## src/rtl/cgp_module.sv

```systemverilog
// Autonomous evolved-logic generator: an 8-bit LFSR and a 3-bit counter feed a
// fixed combinational graph whose result is registered onto out_0.
module cgp_module #(
   parameter logic [7:0] SEED = 8'h01
) (
   input  logic clk,
   input  logic reset,
   output logic out_0
);

   // An all-zero LFSR would lock up, so a zero seed is promoted to 8'h01.
   localparam logic [7:0] SEED_EFF = (SEED == 8'h00) ? 8'h01 : SEED;

   logic [7:0] s;
   logic [2:0] c;
   logic       fb;
   logic       n0, n1, n2, n3, n4, n5;

   // x^8+x^6+x^5+x^4+1, shifted left with feedback entering at bit 0
   always_comb begin
      fb = s[7] ^ s[5] ^ s[4] ^ s[3];
      n0 = s[0] ^ s[7];
      n1 = s[1] & c[0];
      n2 = n0 | n1;
      n3 = ~(s[3] & c[1]);
      n4 = n2 & n3;
      n5 = n4 ^ c[2];
   end

   // out_0 samples the graph built from the pre-edge s and c.
   always_ff @(posedge clk or posedge reset) begin
      if (reset) begin
         s     <= SEED_EFF;
         c     <= 3'd0;
         out_0 <= 1'b0;
      end else begin
         s     <= {s[6:0], fb};
         c     <= c + 3'd1;
         out_0 <= n5;
      end
   end

endmodule

```

## config.mk

```make
export PLATFORM = sky130hd
export DESIGN_NAME = cgp_module
export DESIGN_NICKNAME = d
export VERILOG_FILES = /design/src/rtl/cgp_module.sv
export SDC_FILE = /design/constraint.sdc
export NUM_CORES = 1
export LEC_CHECK = 0
export CORE_AREA = 2 2 39 41
export DETAILED_ROUTE_END_ITERATION = 7
export DIE_AREA = 0 0 41 43
export GPL_TIMING_DRIVEN = 0
export HOLD_SLACK_MARGIN = 0.06
export PLACE_DENSITY = 0.56
export SLEW_MARGIN = 10
export SYNTH_ARGS = -nofsm -noshare
export SYNTH_HDL_FRONTEND = slang
export SYNTH_SLANG_ARGS = --single-unit
export TNS_END_PERCENT = 1
```

## constraint.sdc

```tcl
create_clock -name clk -period 2.3 [get_ports clk]
set_input_delay 0.345 -clock clk [delete_from_list [all_inputs] [get_ports clk]]
set_output_delay 0.345 -clock clk [all_outputs]
set_load 0.01 [all_outputs]
```

# == After elaboration in Yosys (flattened, before gate mapping) ==
# Index checks and enable logic that the tools add are counted.
# totals
elab_cells,14
ff_bits,12
latchBits,0
romBits,0
ramBits,0
memories,0
inputBits,2
# classes
bitwise,10
n_reduce_logical,0
order_cmp,0
n_mul,0
shifts,0
muxes,0
eq_ne,0
addsub,1
div_mod_pow,0
# op_table
cell,count
bitwise XOR 1 bit,5
"adder 3 x 1 -> 3 bit, second input constant",1
bitwise AND 1 bit,3
inverter 1 bit,1
OR 1 bit,1

# == Logic depth before layout (Yosys ltp) ==
# logic_depth
word_depth,4
mapped_depth,3
mapped_depth_nobuf,3

# == Worst setup path after synthesis ==
# Ideal clock, no wire load.
# synth_timing
path_type,reg-to-reg
startpoint,register s[0]
endpoint,register out_0
stages_incl_launch_ff,4
synth_period_minus_slack_ns,0.963
n_path_buf,0
t_required_ns,2.172
setup_ns,0.128
slack_ns,1.337
arrival_ns,0.835
path_cell_list,dfstp_2 xnor2_1 a22oi_2 xor2_1
# synth_between
elab_chain_cells,4
# synth_rtl
item,line_no,rtl
"start, declared",14,logic [7:0] s;
"start signal, assigned",37,"s <= {s[6:0], fb};"
bitwise XOR 1 bit,22,n0 = s[0] ^ s[7];
OR 1 bit,24,n2 = n0 | n1;
bitwise AND 1 bit,26,n4 = n2 & n3;
bitwise XOR 1 bit,27,n5 = n4 ^ c[2];
net n5,17,"logic n0, n1, n2, n3, n4, n5;"
"end signal, assigned",39,out_0 <= n5;
"end, declared",8,output logic out_0
# The timed path passes the listed nets, and every way through them passes these cells.

# == Final worst setup path ==
# layout_timing
startpoint,register out_0
endpoint,output port out_0
# No word-level cell between the ends.

==> results by group <==
Logic synthesis
  • Sequential fraction of the synthesis area: 77.24%
  • Post-Syn Area: 390.4 um^2
  • Post-synthesis net count: 26
  • FF+latch count, synth: 12
  • FFs w/ async S/R, synth: 100.0%
  • Synth Flop Type: dfrtp_1
  • Largest cells by area after synthesis: dfrtp_1, dfstp_2, xnor2_1
  • Count leader, synth: dfrtp_1
  • Post-synth top area cell: dfrtp_1
  • Syn Inst Count: 23
  • Synth top area share: 70.51%
  • Synth Area per Inst: 16.97 um^2
  • Netlist cell types: 8
  • Number of synthesized flops with an enable pin: 0
  • Commonest cells post-synth: dfrtp_1, xnor2_1, xor2_1, inv_1
  • YS warnings: 0

Worst setup path
  • Delay of the slowest critical-path stage: 0.53 ns
  • Critical Path AT: 1.11 ns
  • CP Capture Type: primary output
  • Capture point of the worst reg-to-reg path: out_0$_DFF_PP0_
  • Worst-path fanout max: 1
  • CP delay by family, top: buffers and inverters
  • Critical path's slowest cell: clkdlybuf4s50_1
  • FF-to-FF Start: s[0]$_DFF_PP1_
  • CP Buf/Inv Count: 1
  • Worst setup SP type: flop
  • Req. time, crit path: 1.96 ns
  • Critical path class: flop to primary output
  • Worst-path cell chain: clkdlybuf4s50_1
  • Worst Reg-to-Reg Cells: 3
  • R2r setup slk: 1.30 ns

Cells and area
  • Share of cells above drive strength 1: 20.69%
  • Design area: 466.7 um^2
  • Area growth from synthesis to layout: 19.55%
  • Area of the multi-input gates: 81.33 um^2
  • Diode count: 0
  • NumNets Final: 33
  • FF+latch area: 301.5 um^2
  • Fillers: 143
  • Fin cells: 45

CTS
  • Worst-Skew Late Latency: 0.27 ns
  • Post-CTS Resized: 0
  • TritonCTS buffer count: 3
  • CTS tree: built
  • Post-CTS setup buffers: 0
  • Max Root-Sink Buffers: 2
  • Root buf cell: clkbuf_4
  • Htree depth: 1
  • Clock sink count: 12
  • Clock transition at the registers of the reported paths: 0.07 ns
  • # hold bufs at CTS: 0

Place
  • Placed inst area: 430.4 um^2
  • Placed cells: 41
  • Placed wire-length estimate: 340.7 um
  • Routability cong.: 0.6605
  • Buffers added on ports: 2

STA
  • Final Setup Violations: 0
  • Max Slew Vio Count: 0
  • Post-Route Setup TNS: 0 ns
  • Worst hold margin: 0.3619 ns
  • Final Skew: 0.002352 ns
  • Slew headroom: 72.11%
  • Period minus WS final: 1.458 ns
  • Worst-margin pin slew: 0.4179 ns
  • Maximum clock frequency: 0.6860 GHz
  • RSZ-0062 raised after global routing: no
  • Period utilization: 63.38%
  • Final Hold Viols: 0

Power
  • Sw Ratio: 18.42%
  • Internal power: 0.3087 mW
  • Leakage power: 0.2503 nW
  • Clock power share: 42.8%
  • Combinational share of power: 1.4%
  • Max VDD drop: 0.2284 mV
  • Pwr dens: 810.9 nW/um^2
  • Part of the power in registers: 55.7%
  • P_sw: 0.06970 mW

Worst hold path
  • Worst hold start: s[2]$_DFF_PP0_
  • Hold Crit Class: flop to flop
  • Hold path depth: 0
  • Hold Path Sink: s[3]$_DFF_PP0_

Floorplan
  • Core ar.: 1384 um^2
  • Top-level port count: 3
  • DIE AREA: 1763 um^2
  • # rows: 14
  • Starting Density: 28.21%
  • Die X-Extent: 41 um
  • Die H: 43 um

Flow run
  • Max-cap viol count: 0

Route
  • Vias per inst: 3.911
  • Drt first pass iters: 1
  • Top Layer Used: met4
  • WL met2: 243 um
  • DRT Wirelength: 493 um
  • Vias: 176
  • Post-detailed-route count of antenna-violating nets: 0
  • Routed wl met3: 39 um
  • Met1 Wirelength: 200 um
  • Iter 0 DRT Violations: 0
  • DR WL/cell: 10.96 um
  • DRC Markers: 0

GRT
  • Initial antenna violation count: 0
  • Maximum number of pins on one net before global-route repair: 13
  • Vias in the first global route: 185
  • Tot GR Track Use: 8.923%
  • First-pass GRT wire length: 855 um
  • GRT overflow: 0

Run status
  • Status: complete, no violations
power groups by stage:
stage	Clock [mW]	Combinational (mW)	Sequential [mW]
floorplan	0	0.00321	0.215
global placement	0	0.00550	0.215
detailed placement	0	0.00570	0.215
CTS	0.169	0.00576	0.211
global route	0.180	0.00676	0.211
finish	0.162	0.00539	0.211
worst max path at each step:
stage | startpoint | endpoint | cells after the start
2_1_floorplan | s[0]$_DFF_PP1_ | out_0$_DFF_PP0_ | 3
3_3_place_gp | out_0$_DFF_PP0_ | out_0 | 1
3_5_place_dp | out_0$_DFF_PP0_ | out_0 | 1
4_1_cts | out_0$_DFF_PP0_ | out_0 | 1
5_1_grt | out_0$_DFF_PP0_ | out_0 | 1
6_report | out_0$_DFF_PP0_ | out_0 | 1
sequential cells by signal (all words and copies together), names as in the netlist:
name / count
s: 8
c: 3
out_0: 1
metrics by stage:
step	power, mW	util [%]	worst slack, ns
after floorplan	0.2182	-	1.337
after global placement	0.2205	31.10	1.129
after detailed placement	0.2207	31.10	1.127
after CTS	0.3854	33.73	0.8218
after global routing	0.3979	33.73	0.7835
final	0.3785	33.73	0.8424
placed cells by master (no fill, tap or decap), drive strengths merged:
cell,Yosys,final
inv,2,2
dfrtp,11,11
xor2,3,3
nand2,1,1
clkdlybuf4s50,0,2
ha,1,1
dfstp,1,1
xnor2,3,3
a22oi,1,1
clkbuf,0,4
cell type report:
| cell class | instances | area share (%) |
|---|---|---|
| Inverter | 2 | 1.609 |
| Clock buffer | 4 | 7.775 |
| Timing Repair Buffer | 2 | 4.290 |
| Tap cell | 16 | 4.290 |
| Sequential cell | 12 | 64.61 |
| Multi-Input combinational cell | 9 | 17.43 |
logic make-up after synthesis:
logic type | share of synthesized area (%)
flip-flops | 77.24
XOR/XNOR | 13.46
buffers and inverters | 1.924
AO/OA/AOI/OAI | 3.205
adder cells (fa/ha/maj) | 3.205
AND/OR/NAND/NOR | 0.9606
metal layers:
layer  vias to the layer above  track usage [%]
li1                         83                -
met1                        86            9.655
met2                         5            10.00
met3                         2            6.283
met4                         0            10.00
met5                         -                0
Power figures use the tool's default switching activity.
==> patch, RTL diff (config.mk and constraints unchanged) <==
Put one more register stage on the output `out_0`, without a reset. The value now appears one clock later. Comments in the files are not updated.
--- a/src/rtl/cgp_module.sv
+++ b/src/rtl/cgp_module.sv
@@ -10,6 +10,8 @@
 
    // An all-zero LFSR would lock up, so a zero seed is promoted to 8'h01.
    localparam logic [7:0] SEED_EFF = (SEED == 8'h00) ? 8'h01 : SEED;
+
+   logic out_0_s0;
 
    logic [7:0] s;
    logic [2:0] c;
@@ -32,12 +34,16 @@
       if (reset) begin
          s     <= SEED_EFF;
          c     <= 3'd0;
-         out_0 <= 1'b0;
+         out_0_s0 <= 1'b0;
       end else begin
          s     <= {s[6:0], fb};
          c     <= c + 3'd1;
-         out_0 <= n5;
+         out_0_s0 <= n5;
       end
+   end
+
+   always_ff @(posedge clk) begin
+      out_0 <= out_0_s0;
    end
 
 endmodule
Behaviour: not the same (Yosys sat finds a counterexample within 4 cycles, from zero or initial values and one cycle with reset high).
==> patch against the original RTL <==
Combinational power rose by 0.9%. Routed wire length fell by 6.5%. Sequential power up 8%. Area after synthesis grew 5.1%. Count of clock-buffer cells in the layout unchanged. Worst setup slack gained 19 ps. Cell area is 2.1% higher. Power shrank 3.1%. Sequential cell count is 1 higher. Critical endpoint unchanged. Largest cell class unchanged. Largest power group unchanged.
==> patch: results (changes against the original RTL) <==
metric;value;unit;change
status;complete, no violations;;
GP Congestion;0.707;;+7.1%
reg2reg end;out_0_s0;;
arrival time at the worst endpoint;1090;ps;-20 ps
Yosys cell types;9;;+1
Rel. slew slack;71.6;%;-0.54 points
WHS;350;ps;-12.2 ps
end of the worst hold path;out_0;;
post-synth net total;27;;+3.8%
Crit. Startpoint;out_0;;
Clock Skews;3.07;ps;+0.719 ps
Top Registers;s x8, c x3;;
first-pass GRT wire length;800;um;-6.4%
routed length per placed instance;10.0;um;-8.5%
Net count, final;34;;+3.0%
Worst Min Path Start;out_0_s0;;
DR iter-0 viols;2;;+2
post-synthesis sequential area ratio;78.4;%;+1.1 points
drt first pass iters;2;;+1
fraction of layout instances using a drive strength above 1;16.7;%;-4.0 points
grt met2 use;7.19;%;-2.8 points
Static Leakage;0.254;nW;+1.4%
dpl cells;42;;+2.4%
Post-synth ARST share;92.3;%;-7.7 points
routed vias/inst;3.83;;-2.2%
patch: cell types whose count changed in the layout (fill, tap and decap cells not counted):
cell	delta
clkbuf_1	+1
dfxtp_1	+1
clkbuf_8	-1
patch: how the worst max path moves through the flow:
| stage | endpoint | slack, ps |
|---|---|---|
| 2_1_floorplan | out_0_s0 | 1340 |
| 3_3_place_gp | out_0 | 1140 |
| 3_5_place_dp | out_0 | 1150 |
| 4_1_cts | out_0 | 850 |
| 5_1_grt | out_0 | 800 |
| 6_report | out_0 | 860 |
patch: cell type report:
type	instances	area [um^2]	share of cell area (%)
clock buffers	4	26.3	5.51
repair buffers	2	20.0	4.20
flip-flops and latches	13	322	67.5
well taps	16	20.0	4.20
multi-input cells	9	81.3	17.1
inverters	2	7.51	1.57
patch: logic make-up after synthesis:
group / share of synthesized area (%)
DFF: 78.4
xor gates and xnor gates: 12.8
AOI/OAI and AO/OA: 3.05
buffers and inverters: 1.83
adders and majority gates: 3.05
and+or+nand+nor: 0.914
patch: layer usage:
metal	vias up	part of all wire (%)	wire length [um]
met2	5	43	198
met4	0	0	0
li1	84	-	-
met5	-	0	0
met3	0	7.2	33
met1	87	50	229
patch: per-stage QoR:
step                      setup WS (ps)  area [um^2]
after floorplan                    1340          410
after global placement             1140          450
after detailed placement           1150          450
after CTS                           846          477
after global routing                804          477
final                               862          477
patch: report_power, final:
part           leakage, nW  switching, mW  internal (mW)
registers            0.168              0          0.228
clock network       0.0150         0.0661         0.0671
logic               0.0704        0.00386        0.00158
total                0.254         0.0699          0.297
